<file path="config.mk">
export PLATFORM = sky130hd
export DESIGN_NAME = decode_pipe
export DESIGN_NICKNAME = d
export VERILOG_FILES = /design/src/rtl/decode_pipe.sv
export SDC_FILE = /design/constraint.sdc
export NUM_CORES = 1
export LEC_CHECK = 0
export ABC_CLOCK_PERIOD_IN_PS = 1800
export BUFFER_PORTS_ARGS = -buffer_cell sky130_fd_sc_hd__buf_2
export CORE_MARGIN = 10
export CORE_UTILIZATION = 54
export CTS_BUF_LIST = sky130_fd_sc_hd__clkbuf_8
export DETAILED_ROUTE_END_ITERATION = 8
export PLACE_DENSITY = 0.75
export SYNTH_ARGS = -nofsm -noshare
export SYNTH_HDL_FRONTEND = slang
export SYNTH_SLANG_ARGS = --single-unit
</file>
<file path="constraint.sdc">
create_clock -name clk -period 1.8 [get_ports clk]
set_input_delay 0.27 -clock clk [delete_from_list [all_inputs] [get_ports clk]]
set_output_delay 0.27 -clock clk [all_outputs]
set_load 0.01 [all_outputs]
</file>
<file path="src/rtl/decode_pipe.sv">
// Decode stage: register file with write-through bypass, load-use hazard
// detection with a single bubble, and the ID/EX pipeline register with
// valid/ready handshakes toward fetch and execute.
module decode_pipe #(
    parameter int DATA_W   = 16,
    parameter int REG_AW   = 3,
    parameter int ZERO_REG = 0
) (
    input  logic              clk,
    input  logic              rst,
    input  logic              if_valid,
    output logic              id_ready,
    input  logic [DATA_W-1:0] if_pc,
    input  logic [REG_AW-1:0] if_rs,
    input  logic [REG_AW-1:0] if_rt,
    input  logic [REG_AW-1:0] if_rd,
    input  logic              if_rs_used,
    input  logic              if_rt_used,
    input  logic              if_wen,
    input  logic              if_load,
    input  logic [DATA_W-1:0] if_imm,
    input  logic              if_err,
    input  logic              flush,
    input  logic              wb_en,
    input  logic [REG_AW-1:0] wb_reg,
    input  logic [DATA_W-1:0] wb_data,
    input  logic              ex_ready,
    output logic              ex_valid,
    output logic [DATA_W-1:0] ex_rs_data,
    output logic [DATA_W-1:0] ex_rt_data,
    output logic [REG_AW-1:0] ex_rs,
    output logic [REG_AW-1:0] ex_rt,
    output logic [REG_AW-1:0] ex_rd,
    output logic              ex_wen,
    output logic              ex_load,
    output logic              ex_err,
    output logic [DATA_W-1:0] ex_imm,
    output logic [DATA_W-1:0] ex_pc
);

    localparam int NUM_REGS = 2 ** REG_AW;

    logic [DATA_W-1:0] r_regs [NUM_REGS];

    logic              r_ex_valid;
    logic [DATA_W-1:0] r_ex_rs_data;
    logic [DATA_W-1:0] r_ex_rt_data;
    logic [REG_AW-1:0] r_ex_rs;
    logic [REG_AW-1:0] r_ex_rt;
    logic [REG_AW-1:0] r_ex_rd;
    logic              r_ex_wen;
    logic              r_ex_load;
    logic              r_ex_err;
    logic [DATA_W-1:0] r_ex_imm;
    logic [DATA_W-1:0] r_ex_pc;

    logic              w_wb_write;
    logic [DATA_W-1:0] w_rs_data;
    logic [DATA_W-1:0] w_rt_data;
    logic              w_advance;
    logic              w_hazard;
    logic              w_rd_live;
    logic              w_refresh_rs;
    logic              w_refresh_rt;

    // Writes to the hardwired zero register are dropped when that mode is on.
    assign w_wb_write = wb_en && !((ZERO_REG != 0) && (wb_reg == '0));

    // Operand A read with same-cycle writeback bypass.
    always_comb begin
        w_rs_data = r_regs[if_rs];
        if (wb_en && (wb_reg == if_rs)) begin
            w_rs_data = wb_data;
        end
        if ((ZERO_REG != 0) && (if_rs == '0)) begin
            w_rs_data = '0;
        end
    end

    // Operand B read with same-cycle writeback bypass.
    always_comb begin
        w_rt_data = r_regs[if_rt];
        if (wb_en && (wb_reg == if_rt)) begin
            w_rt_data = wb_data;
        end
        if ((ZERO_REG != 0) && (if_rt == '0)) begin
            w_rt_data = '0;
        end
    end

    // A load targeting the zero register never produces a real value to wait on.
    assign w_rd_live = (ZERO_REG == 0) || (r_ex_rd != '0);
    assign w_hazard  = r_ex_valid && r_ex_load && r_ex_wen && w_rd_live &&
                       ((if_rs_used && (if_rs == r_ex_rd)) ||
                        (if_rt_used && (if_rt == r_ex_rd)));
    assign w_advance = !r_ex_valid || ex_ready;
    assign id_ready  = w_advance && !w_hazard && !flush;

    // Captured operands go stale if a writeback lands while execute is stalled.
    assign w_refresh_rs = w_wb_write && (wb_reg == r_ex_rs);
    assign w_refresh_rt = w_wb_write && (wb_reg == r_ex_rt);

    // Register file write port; writes proceed independent of stall and flush.
    // NOTE: the register file is cleared on reset because software relies on
    // all registers reading 0 after reset; this keeps it in flops, not RAM.
    always_ff @(posedge clk or negedge rst) begin
        if (!rst) begin
            for (int i = 0; i < NUM_REGS; i++) begin
                r_regs[i] <= '0;
            end
        end else if (w_wb_write) begin
            r_regs[wb_reg] <= wb_data;
        end
    end

    // ID/EX pipeline register: flush beats capture, capture beats hold.
    // NOTE: all state here uses non-blocking assignments so every field
    // samples pre-edge values regardless of statement order.
    always_ff @(posedge clk or negedge rst) begin
        if (!rst) begin
            r_ex_valid   <= 1'b0;
            r_ex_rs_data <= '0;
            r_ex_rt_data <= '0;
            r_ex_rs      <= '0;
            r_ex_rt      <= '0;
            r_ex_rd      <= '0;
            r_ex_wen     <= 1'b0;
            r_ex_load    <= 1'b0;
            r_ex_err     <= 1'b0;
            r_ex_imm     <= '0;
            r_ex_pc      <= '0;
        end else if (flush) begin
            r_ex_valid <= 1'b0;
            r_ex_err   <= 1'b0;
        end else if (w_advance) begin
            if (if_valid && !w_hazard) begin
                r_ex_valid   <= 1'b1;
                r_ex_rs_data <= w_rs_data;
                r_ex_rt_data <= w_rt_data;
                r_ex_rs      <= if_rs;
                r_ex_rt      <= if_rt;
                r_ex_rd      <= if_rd;
                r_ex_wen     <= if_wen;
                r_ex_load    <= if_load;
                r_ex_err     <= if_err;
                r_ex_imm     <= if_imm;
                r_ex_pc      <= if_pc;
            end else begin
                r_ex_valid <= 1'b0;
                r_ex_err   <= 1'b0;
            end
        end else begin
            if (w_refresh_rs) begin
                r_ex_rs_data <= wb_data;
            end
            if (w_refresh_rt) begin
                r_ex_rt_data <= wb_data;
            end
        end
    end

    assign ex_valid   = r_ex_valid;
    assign ex_rs_data = r_ex_rs_data;
    assign ex_rt_data = r_ex_rt_data;
    assign ex_rs      = r_ex_rs;
    assign ex_rt      = r_ex_rt;
    assign ex_rd      = r_ex_rd;
    assign ex_wen     = r_ex_wen;
    assign ex_load    = r_ex_load;
    assign ex_err     = r_ex_err;
    assign ex_imm     = r_ex_imm;
    assign ex_pc      = r_ex_pc;

endmodule

</file>
==> results.sh, run 1 <==
export IMPL_status="finished with violations"
export IMPL_violations="setup timing"
export IMPL_rsz0062_at_grt="yes"
export IMPL_pwr_share_comb_pct=26.4
export IMPL_post_place_ws_ns=-0.440
export IMPL_end_kind="primary output"
export IMPL_holdPathStages=3
export IMPL_worstHoldStart="flush"
export IMPL_clk_insertion_delay_late_ns=0.52
export IMPL_pwr_share_clk_pct=27.9
export IMPL_drcViolationCount=0
export IMPL_firstDrtPassIters=5
export IMPL_layout_drive_gt1_share_pct=51.6
export IMPL_register_area_um2=5130
export IMPL_hold_viol_final=0
export IMPL_slew_headroom_pct=52.4
export IMPL_initial_core_util_pct=54.8
export IMPL_worst_pin_slew_ns=0.714
export IMPL_synth_area_um2=10300
export IMPL_first_global_vias=7767
export IMPL_clock_skew_final_ns=0.0219
export IMPL_rows=50
export IMPL_powerDensity_nw_per_um2=1110
export IMPL_clk_path_buf_depth=3
export IMPL_avgViaCountPerCell=5.90
export IMPL_die_h_um=158
export IMPL_fin_tns_setup_ns=-3.48
export IMPL_postSynth_asyncResetShare_pct=100
export IMPL_cp_data_required_time_ns=1.53
export IMPL_ios=149
export IMPL_grt_antenna_before_repair=2
export IMPL_routedWlPerCell_um=23.6
export IMPL_cts_root_buf="clkbuf_8"
export IMPL_worstPathArrival_ns=1.83
export IMPL_syn_nets=780
export IMPL_avgSynthCellArea_um2=14.5
export IMPL_wirelength_um=27900
export IMPL_layout_min_cycle_time_ns=2.10
export IMPL_place_hpwl_um=16400
export IMPL_core_area_um2=18700
export IMPL_drtAntennaViolNets=0
export IMPL_grt_overflow_total=0
export IMPL_power_share_switching_pct=29.9
export IMPL_grt_max_degree=53
export IMPL_fin_crit_sh_pct=117
export IMPL_fillers=1302
export IMPL_placed_cell_area_um2=11400
export IMPL_path_class="reg2out"
export IMPL_htreeDepth=2
export IMPL_internal_power_w=0.00986
export IMPL_synth_common_cells="dfrtp_1, mux2_2, mux2i_1, mux4_2, nand2_1"
export IMPL_path_clk_slew_ns=0.07
export IMPL_worstHoldPathType="in2reg"
export IMPL_drt_iter0_markers=423
export IMPL_total_leakage_power_nw=5.73
export IMPL_cts_tree="yes"
export IMPL_hold_path_endpoint="ex_valid"
export IMPL_num_vias=6958
export IMPL_ys_warn_count=0
export IMPL_yosys_top_cells_area="dfrtp_1, mux2_2, mux4_2, mux2i_1, o21ai_0"
export IMPL_r2r_start="ex_rd[2]"
export IMPL_p_switching_w=0.00420
export IMPL_r2r_cells=7
export IMPL_r2r_end="ex_imm[10]"
export IMPL_multi_input_area_um2=4770
export IMPL_rrSetupSlack_ns=-0.10
export IMPL_area_growth_pct=23.4
export IMPL_numCtsBuffers=36
export IMPL_grt_first_pass_wirelength_um=43300
export IMPL_cap_violations=0
export IMPL_yosysTopAreaCell="dfrtp_1"
export IMPL_track_usage_pct=22.4
export IMPL_slew_violations=0
export IMPL_setup_viol=63
export IMPL_seq_power_share_pct=45.7
export IMPL_ys_seq_elements=205
export IMPL_io_buffers=148
export IMPL_synth_top_flop_cell="dfrtp_1"
export IMPL_place_congestion=0.778
export IMPL_timing_final_ws_setup_ns=-0.304
export IMPL_synth_most_common_cell="dfrtp_1"
export IMPL_die_w_um=158
export IMPL_fmax_ghz=0.475
export IMPL_finalNetCount=992
export IMPL_cts_sinks=205
export IMPL_ir_worst_vdd_mv=0.691
export IMPL_synth_top_area_share_pct=50.0
export IMPL_finalPower_w=0.0141
export IMPL_fin_hold_ws_ns=0.0787
export IMPL_die_area_um2=24900
export IMPL_final_cell_area_um2=12700
export IMPL_synth_cell_type_count=29
export IMPL_critPathLaunchType="flip-flop"
export IMPL_synth_edff_count=0
export IMPL_synth_cells=709
export IMPL_synth_seq_area_share_pct=50.0
export IMPL_path_max_fanout=3
## layout by cell type (no fill, tap or decap)
cell type      synthesis  final
buf_4                  7     24
nand2b_1               3      3
nor2_4                 0      5
nand2_4                0      1
o21ai_2                2      1
clkbuf_8               0     42
o21ai_0               32     32
buf_6                  8      2
mux4_2                64     64
a41oi_2                0      2
nor2b_1                1      1
mux2_2               171    171
clkbuf_16              0      1
o21ai_4                0      1
xnor2_1               18     18
a22o_1                 1      1
a21oi_1                1      1
nand2_1               34     33
dlygate4sd3_1          0     39
nand3_1                1      1
nor3b_2                2      2
nor3_4                 0      1
buf_12                 0     17
nor3_2                 2      2
mux2i_1               64     64
nor2_1                 2      2
inv_1                 32     47
nand4b_1               3      3
diode_2                0      3
a21oi_4                1      1
dfrtp_1              205    205
nand4_1                5      5
nor3b_1                1      1
buf_2                 15    146
clkinv_2               0      4
## what timing repair did
| item | CTS | global route |
|---|---|---|
| pin swaps | 7 | 6 |
| gates resized for setup | 8 | 4 |
| hold endpoints to repair | 75 | 1 |
| hold buffers | 38 | 1 |
| gates cloned | 4 | 1 |
| setup endpoints to repair | 45 | 63 |
| setup buffers | 5 | 3 |
## stage by stage
step	utilization [%]	cells
detailed placement	61.2	1066
CTS	67.1	1173
finish	67.7	1180
floorplan	-	709
global placement	61.2	1066
global route	67.7	1177
## cells by family after synthesis
logic type | count (synthesis) | share of synthesized area [%]
mux | 299 | 39.1
flops | 205 | 50.0
buf+inv | 92 | 4.39
simple gates | 56 | 2.79
compound gates | 39 | 2.20
xor+xnor | 18 | 1.54
## critical path, cell delays in order (launching register included)
cell,delay [ns]
dfrtp_1,0.42
xnor2_1,0.23
nand4_1,0.18
a21oi_4,0.20
buf_6,0.12
nor3_4,0.04
buf_6,0.12
## power by group through the flow
stage	clock network, W	logic (W)	registers [W]
2_1_floorplan	0	0.00220	0.00652
3_3_place_gp	0	0.00350	0.00634
3_5_place_dp	0	0.00362	0.00646
4_1_cts	0.00399	0.00371	0.00640
5_1_grt	0.00419	0.00406	0.00656
6_report	0.00392	0.00372	0.00643
## sequential cells by signal, summed over array words and instances, names as in the netlist
register	cells
ex_wen	1
ex_pc	16
ex_rs_data	16
ex_err	1
ex_valid	1
r_regs	128
ex_rd	3
ex_load	1
ex_rt	3
ex_rs	3
ex_rt_data	16
ex_imm	16
## worst max path at each step
stage          startpoint              to  slack [ns]  cells after the start
3_5_place_dp     if_rs[1]  ex_rs_data[13]       -0.44                      7
5_1_grt          ex_rd[2]        id_ready       -0.38                      6
6_report         ex_rd[2]        id_ready       -0.30                      6
3_3_place_gp     if_rs[1]  ex_rs_data[13]       -0.38                      7
2_1_floorplan    ex_rd[0]       ex_imm[0]        0.04                      6
4_1_cts          ex_rd[2]        id_ready       -0.24                      6
## metal layers
layer | global-route usage, % | share of wire, % | wire length, µm
met1 | 26.1 | 39 | 10800
met2 | 38.8 | 52 | 14400
met3 | 6.43 | 7.1 | 1970
met4 | 7.70 | 2.5 | 699
met5 | 0 | 0.043 | 12
## cell type report
cell class,instances,area share [%]
Antenna cell,3,0.0593
Clock buffer,41,4.46
Clock inverter,19,0.603
Inverter,32,0.949
Multi-Input combinational cell,416,37.7
Sequential cell,205,40.5
Tap cell,234,2.31
Timing Repair Buffer,230,13.4
Power figures use the tool's default switching activity.
==> run 2: changes to the inputs <==
--- a/config.mk
+++ b/config.mk
@@ -11,7 +11,7 @@
 export CORE_UTILIZATION = 54
 export CTS_BUF_LIST = sky130_fd_sc_hd__clkbuf_8
 export DETAILED_ROUTE_END_ITERATION = 8
-export PLACE_DENSITY = 0.75
+export PLACE_DENSITY = 0.85
 export SYNTH_ARGS = -nofsm -noshare
 export SYNTH_HDL_FRONTEND = slang
 export SYNTH_SLANG_ARGS = --single-unit
==> run 2 against run 1 <==
  * The flow still finishes with violations (setup timing)
  * Sequential cell count is the same
  * Largest cell class unchanged
  * Worst hold slack worse by 0.054 ns
  * Global-route usage rose by 0.22 points
==> results.sh, run 2 (same netlist as run 1, synthesis figures left out) <==
export IMPL_status="finished with violations"
export IMPL_violations="setup timing"
export IMPL_grt_first_pass_wirelength_um=43700
export IMPL_drcViolationCount=0
export IMPL_track_usage_pct=22.6
export IMPL_die_w_um=158
export IMPL_drt_iter0_markers=421
export IMPL_final_common_cell="dfrtp_1"
export IMPL_finalNetCount=1006
export IMPL_p_switching_w=0.00428
export IMPL_finalPower_w=0.0144
export IMPL_insertedDiodeCount=0
export IMPL_final_core_util_pct=68.6
export IMPL_timing_final_ws_setup_ns=-0.297
export IMPL_rsz0062_at_grt="yes"
export IMPL_grt_antenna_before_repair=2
export IMPL_htreeDepth=2
export IMPL_largest_register_ffs=128
export IMPL_seq_power_share_pct=44.7
export IMPL_instances_no_fill=1188
export IMPL_fmax_ghz=0.477
export IMPL_pwr_share_comb_pct=26.5
export IMPL_firstDrtPassIters=4
export IMPL_path_max_fanout=3
export IMPL_io_buffers=148
export IMPL_ios=149
export IMPL_path_clk_slew_ns=0.06
export IMPL_place_congestion=0.781
export IMPL_rows=50
export IMPL_die_h_um=158
export IMPL_wirelength_um=28100
export IMPL_final_cell_mix="dfrtp_1, mux2_2, buf_2"
export IMPL_cp_data_required_time_ns=1.53
export IMPL_cts_sinks=205
export IMPL_hold_viol_final=0
export IMPL_avgViaCountPerCell=5.90
export IMPL_clock_skew_final_ns=0.0201
export IMPL_clk_insertion_delay_late_ns=0.53
export IMPL_fin_crit_sh_pct=116
export IMPL_internal_power_w=0.0101
export IMPL_layout_drive_gt1_share_pct=53.1
export IMPL_core_area_um2=18700
export IMPL_clk_path_buf_depth=3
export IMPL_grt_overflow_total=0
export IMPL_path_class="reg2out"
export IMPL_worstHoldPathType="in2reg"
export IMPL_initial_core_util_pct=54.8
export IMPL_cts_tree="yes"
export IMPL_slew_headroom_pct=63.1
export IMPL_total_leakage_power_nw=5.81
export IMPL_area_growth_pct=25.2
export IMPL_drtAntennaViolNets=0
export IMPL_regMostFlops="r_regs"
export IMPL_powerDensity_nw_per_um2=1120
export IMPL_end_kind="primary output"
export IMPL_cap_violations=0
export IMPL_fillers=1235
export IMPL_setup_viol=65
export IMPL_first_global_vias=7842
export IMPL_power_share_switching_pct=29.7
export IMPL_place_hpwl_um=16900
export IMPL_worst_pin_slew_ns=0.554
export IMPL_ir_worst_vdd_mv=0.838
export IMPL_grt_max_degree=47
export IMPL_cts_root_buf="clkbuf_8"
export IMPL_fin_tns_setup_ns=-2.74
export IMPL_fin_hold_ws_ns=0.0248
export IMPL_routedWlPerCell_um=23.7
export IMPL_placedCellCount=1077
export IMPL_die_area_um2=24900
export IMPL_numCtsBuffers=36
export IMPL_slew_violations=0
export IMPL_pwr_share_clk_pct=28.9
export IMPL_critPathLaunchType="flip-flop"
export IMPL_layout_min_cycle_time_ns=2.10
export IMPL_num_vias=7015
export IMPL_worstPathArrival_ns=1.83
run 2: cell types whose count changed in the layout (fill, tap and decap cells not counted), moves of 2 or more:
| cell | before | now |
|---|---|---|
| inv_1 | 47 | 43 |
| clkinv_2 | 4 | 0 |
| mux2i_2 | 0 | 2 |
| buf_4 | 24 | 37 |
| clkinvlp_4 | 0 | 2 |
| mux2i_1 | 64 | 62 |
| clkbuf_8 | 42 | 44 |
| diode_2 | 3 | 0 |
run 2: metal layers:
metal | vias to the layer above | routed length (µm) | global-route usage [%]
met4 | 2 | 619 | 7.97
met5 | - | 12 | 0
met1 | 3644 | 10800 | 26.9
li1 | 3053 | - | -
met2 | 271 | 14200 | 38.1
met3 | 45 | 2430 | 6.89
run 2: stage by stage:
stage,setup WS [ns],cell area [µm²]
floorplan,0.0396,10300
global placement,-0.425,11500
detailed placement,-0.469,11500
CTS,-0.220,12700
global route,-0.381,12800
finish,-0.297,12800
run 2: worst max-delay path, stage by stage, from the launching register on:
cell	delay, ns
dfrtp_1	0.41
xnor2_1	0.20
nand4_1	0.19
a21oi_4	0.21
buf_6	0.12
nor3_2	0.03
buf_2	0.13
run 2: area by class of cell:
| class | count | area, µm² | area share (%) |
|---|---|---|---|
| clock buffer | 43 | 592 | 4.61 |
| clock inverter | 14 | 86.3 | 0.673 |
| inverter | 32 | 120 | 0.936 |
| multi-input combinational | 416 | 4790 | 37.3 |
| sequential | 205 | 5130 | 40.0 |
| tap | 234 | 293 | 2.28 |
| timing repair buffer | 244 | 1830 | 14.2 |
run 2: power groups by stage:
stage          Sequential, W  Combinational [W]  Clock, W
2_1_floorplan        0.00652            0.00220         0
3_3_place_gp         0.00636            0.00353         0
3_5_place_dp         0.00646            0.00365         0
4_1_cts              0.00641            0.00377   0.00419
5_1_grt              0.00657            0.00417   0.00443
6_report             0.00644            0.00382   0.00416
run 2: timing repair:
item                                    4_1_cts  5_1_grt
pin swaps                                     7        7
gates cloned                                  3        3
hold endpoints to repair                     77        0
buffers inserted                              5        6
endpoints found under the setup margin       45       76
hold buffers                                 38        0
resized for setup                             6        8
run 2: final timing paths:
check	slack [ns]	cells after the start	from	to
min	0.02	2	if_imm[15]	ex_imm[15]
max	-0.30	6	ex_rd[2]	id_ready
min in group asynchronous	0.26	2	rst	ex_rs_data[3]
max reg2reg	-0.06	8	ex_rd[2]	ex_rs_data[4]
min reg2reg	0.50	1	ex_pc[11]	ex_pc[11]
max in group asynchronous	0.92	3	rst	ex_imm[3]
==> run 3: changes to the inputs <==
--- a/config.mk
+++ b/config.mk
@@ -7,11 +7,11 @@
 export LEC_CHECK = 0
 export ABC_CLOCK_PERIOD_IN_PS = 1800
 export BUFFER_PORTS_ARGS = -buffer_cell sky130_fd_sc_hd__buf_2
-export CORE_MARGIN = 10
-export CORE_UTILIZATION = 54
+export CORE_MARGIN = 2
+export CORE_UTILIZATION = 50
 export CTS_BUF_LIST = sky130_fd_sc_hd__clkbuf_8
 export DETAILED_ROUTE_END_ITERATION = 8
-export PLACE_DENSITY = 0.85
+export PLACE_DENSITY = 0.8
 export SYNTH_ARGS = -nofsm -noshare
 export SYNTH_HDL_FRONTEND = slang
 export SYNTH_SLANG_ARGS = --single-unit
==> constraint.sdc (replaced) <==
create_clock -name clk -period 1.8 [get_ports clk]
set_input_delay 0.27 -clock clk [delete_from_list [all_inputs] [get_ports clk]]
set_output_delay 0.27 -clock clk [all_outputs]
set_load 0.05 [all_outputs]
==> run 3 against run 2 <==
  * The run still ends with setup timing left
  * Non-clock buffer count increased by 7
  * Largest cell class unchanged
  * Core utilization down 4.9 points
  * Critical endpoint unchanged
  * Sequential power barely moved
  * Critical path type unchanged
  * Via count is 2.7% lower
==> results.sh, run 3 (same netlist as run 1, synthesis figures left out) <==
export IMPL_status="finished with violations"
export IMPL_violations="setup timing"
export IMPL_finalNetCount=1008
export IMPL_wirelength_um=24700
export IMPL_powerDensity_nw_per_um2=1200
export IMPL_path_class="reg2out"
export IMPL_clk_insertion_delay_late_ns=0.52
export IMPL_cap_violations=0
export IMPL_worstPathCellList="xnor2_1 -> nand4_1 -> a21oi_4 -> buf_4 -> nor3_4 -> buf_6"
export IMPL_slowest_stage="dfrtp_2"
export IMPL_critPathLaunchType="flip-flop"
export IMPL_worstHoldStart="wb_data[15]"
export IMPL_fmax_ghz=0.483
export IMPL_grt_max_degree=65
export IMPL_final_common_cell="dfrtp_1"
export IMPL_hold_viol_final=0
export IMPL_ir_worst_vdd_mv=0.602
export IMPL_rsz0062_at_grt="yes"
export IMPL_worstHoldPathType="in2reg"
export IMPL_firstDrtPassIters=4
export IMPL_avgViaCountPerCell=5.55
export IMPL_cpLargestDelayFamily="flip-flops"
export IMPL_cp_data_required_time_ns=1.53
export IMPL_drcViolationCount=0
export IMPL_first_global_vias=7308
export IMPL_r2r_start="ex_rd[1]"
export IMPL_grt_antenna_before_repair=1
export IMPL_die_w_um=147
export IMPL_max_stage_delay_ns=0.44
export IMPL_layout_drive_gt1_share_pct=53.1
export IMPL_place_congestion=0.744
export IMPL_setup_viol=45
export IMPL_layout_min_cycle_time_ns=2.07
export IMPL_regMostFlops="r_regs"
export IMPL_place_hpwl_um=15800
export IMPL_worst_path_buf_inv=2
export IMPL_routedWlPerCell_um=20.1
export IMPL_path_max_fanout=3
export IMPL_die_area_um2=21700
export IMPL_finalPower_w=0.0154
export IMPL_slew_violations=0
export IMPL_worst_pin_slew_ns=0.351
export IMPL_fin_tns_setup_ns=-6.67
export IMPL_area_growth_pct=25.4
export IMPL_htreeDepth=2
export IMPL_path_clk_slew_ns=0.06
export IMPL_clk_path_buf_depth=3
export IMPL_rows=52
export IMPL_ios=149
export IMPL_track_usage_pct=23.0
export IMPL_cts_sinks=205
export IMPL_grt_overflow_total=0
export IMPL_fin_crit_sh_pct=115
export IMPL_instances_no_fill=1229
export IMPL_fin_hold_ws_ns=0.115
export IMPL_die_h_um=147
export IMPL_num_vias=6824
export IMPL_core_area_um2=20200
export IMPL_end_kind="primary output"
export IMPL_cts_tree="yes"
export IMPL_total_leakage_power_nw=5.80
export IMPL_grt_first_pass_wirelength_um=38900
export IMPL_io_buffers=148
export IMPL_final_cell_mix="dfrtp_1, mux2_2, buf_2"
export IMPL_drtAntennaViolNets=0
export IMPL_timing_final_ws_setup_ns=-0.272
export IMPL_cts_root_buf="clkbuf_8"
export IMPL_slew_headroom_pct=76.6
export IMPL_initial_core_util_pct=50.9
export IMPL_largest_register_ffs=128
export IMPL_drt_iter0_markers=319
export IMPL_numCtsBuffers=35
export IMPL_worstPathArrival_ns=1.80
export IMPL_clock_skew_final_ns=0.0217
export IMPL_placedCellCount=1119
export IMPL_startpoint="ex_rd[1]"
==> run 3: cell count changes in the layout (fill, tap and decap cells not counted), moves of 3 or more <==
cell / previous run / this run
buf_4: 37 / 41
clkinv_2: 0 / 4
dfrtp_1: 205 / 201
dfrtp_2: 0 / 4
dlygate4sd3_1: 38 / 41
nor2_4: 5 / 1
==> run 3: area by class of cell <==
class                   count  area (µm²)
clock inverters            17        72.6
repair buffers            251        1900
inverters                  32         120
diodes                      1        2.50
clock buffers              41         564
multi-input cells         412        4730
flip-flops and latches    205        5130
well taps                 270         338
fillers                  1474        7310
==> run 3: layer usage <==
metal | GRT usage [%] | routed length (µm) | share of wire [%] | up-vias
met4 | 7.84 | 556 | 2.3 | 0
met3 | 4.53 | 1240 | 5.0 | 49
li1 | - | - | - | 3041
met5 | 0 | 0 | 0 | -
met1 | 29.3 | 10100 | 41 | 3532
met2 | 39.7 | 12900 | 52 | 202
==> run 3: what timing repair did <==
item | 4_1_cts | 5_1_grt
endpoints found under the setup margin | 1 | 51
resized for setup | 2 | 9
hold endpoints to repair | 244 | 0
setup buffers | 3 | 2
pin swaps | 3 | 5
gates cloned | 0 | 5
hold buffers | 41 | 0
==> run 3: path summary, 6_finish.rpt <==
check	to	slack, ns	cells after the start
max	id_ready	-0.27	6
min	r_regs[15]	0.12	2
max reg2reg	ex_pc[12]	-0.19	9
min reg2reg	ex_pc[1]	0.50	1
max in group asynchronous	r_regs[13]	1.00	3
min in group asynchronous	r_regs[34]	0.19	2
==> run 3: where the power goes <==
part / switching, W / internal [W] / total, W / leakage, nW
logic: 0.00295 / 0.00215 / 0.00510 / 2.98
registers: 0.000719 / 0.00571 / 0.00643 / 2.45
clock network: 0.00181 / 0.00206 / 0.00386 / 0.374
==> run 3: per-stage QoR <==
step / utilization [%] / worst slack (ns) / area (µm²)
finish: 63.8 / -0.272 / 12900
CTS: 62.9 / -0.306 / 12700
floorplan: - / 0.0221 / 10300
detailed placement: 57.6 / 0.000377 / 11600
global placement: 57.6 / 0.0249 / 11600
global route: 63.8 / -0.337 / 12900
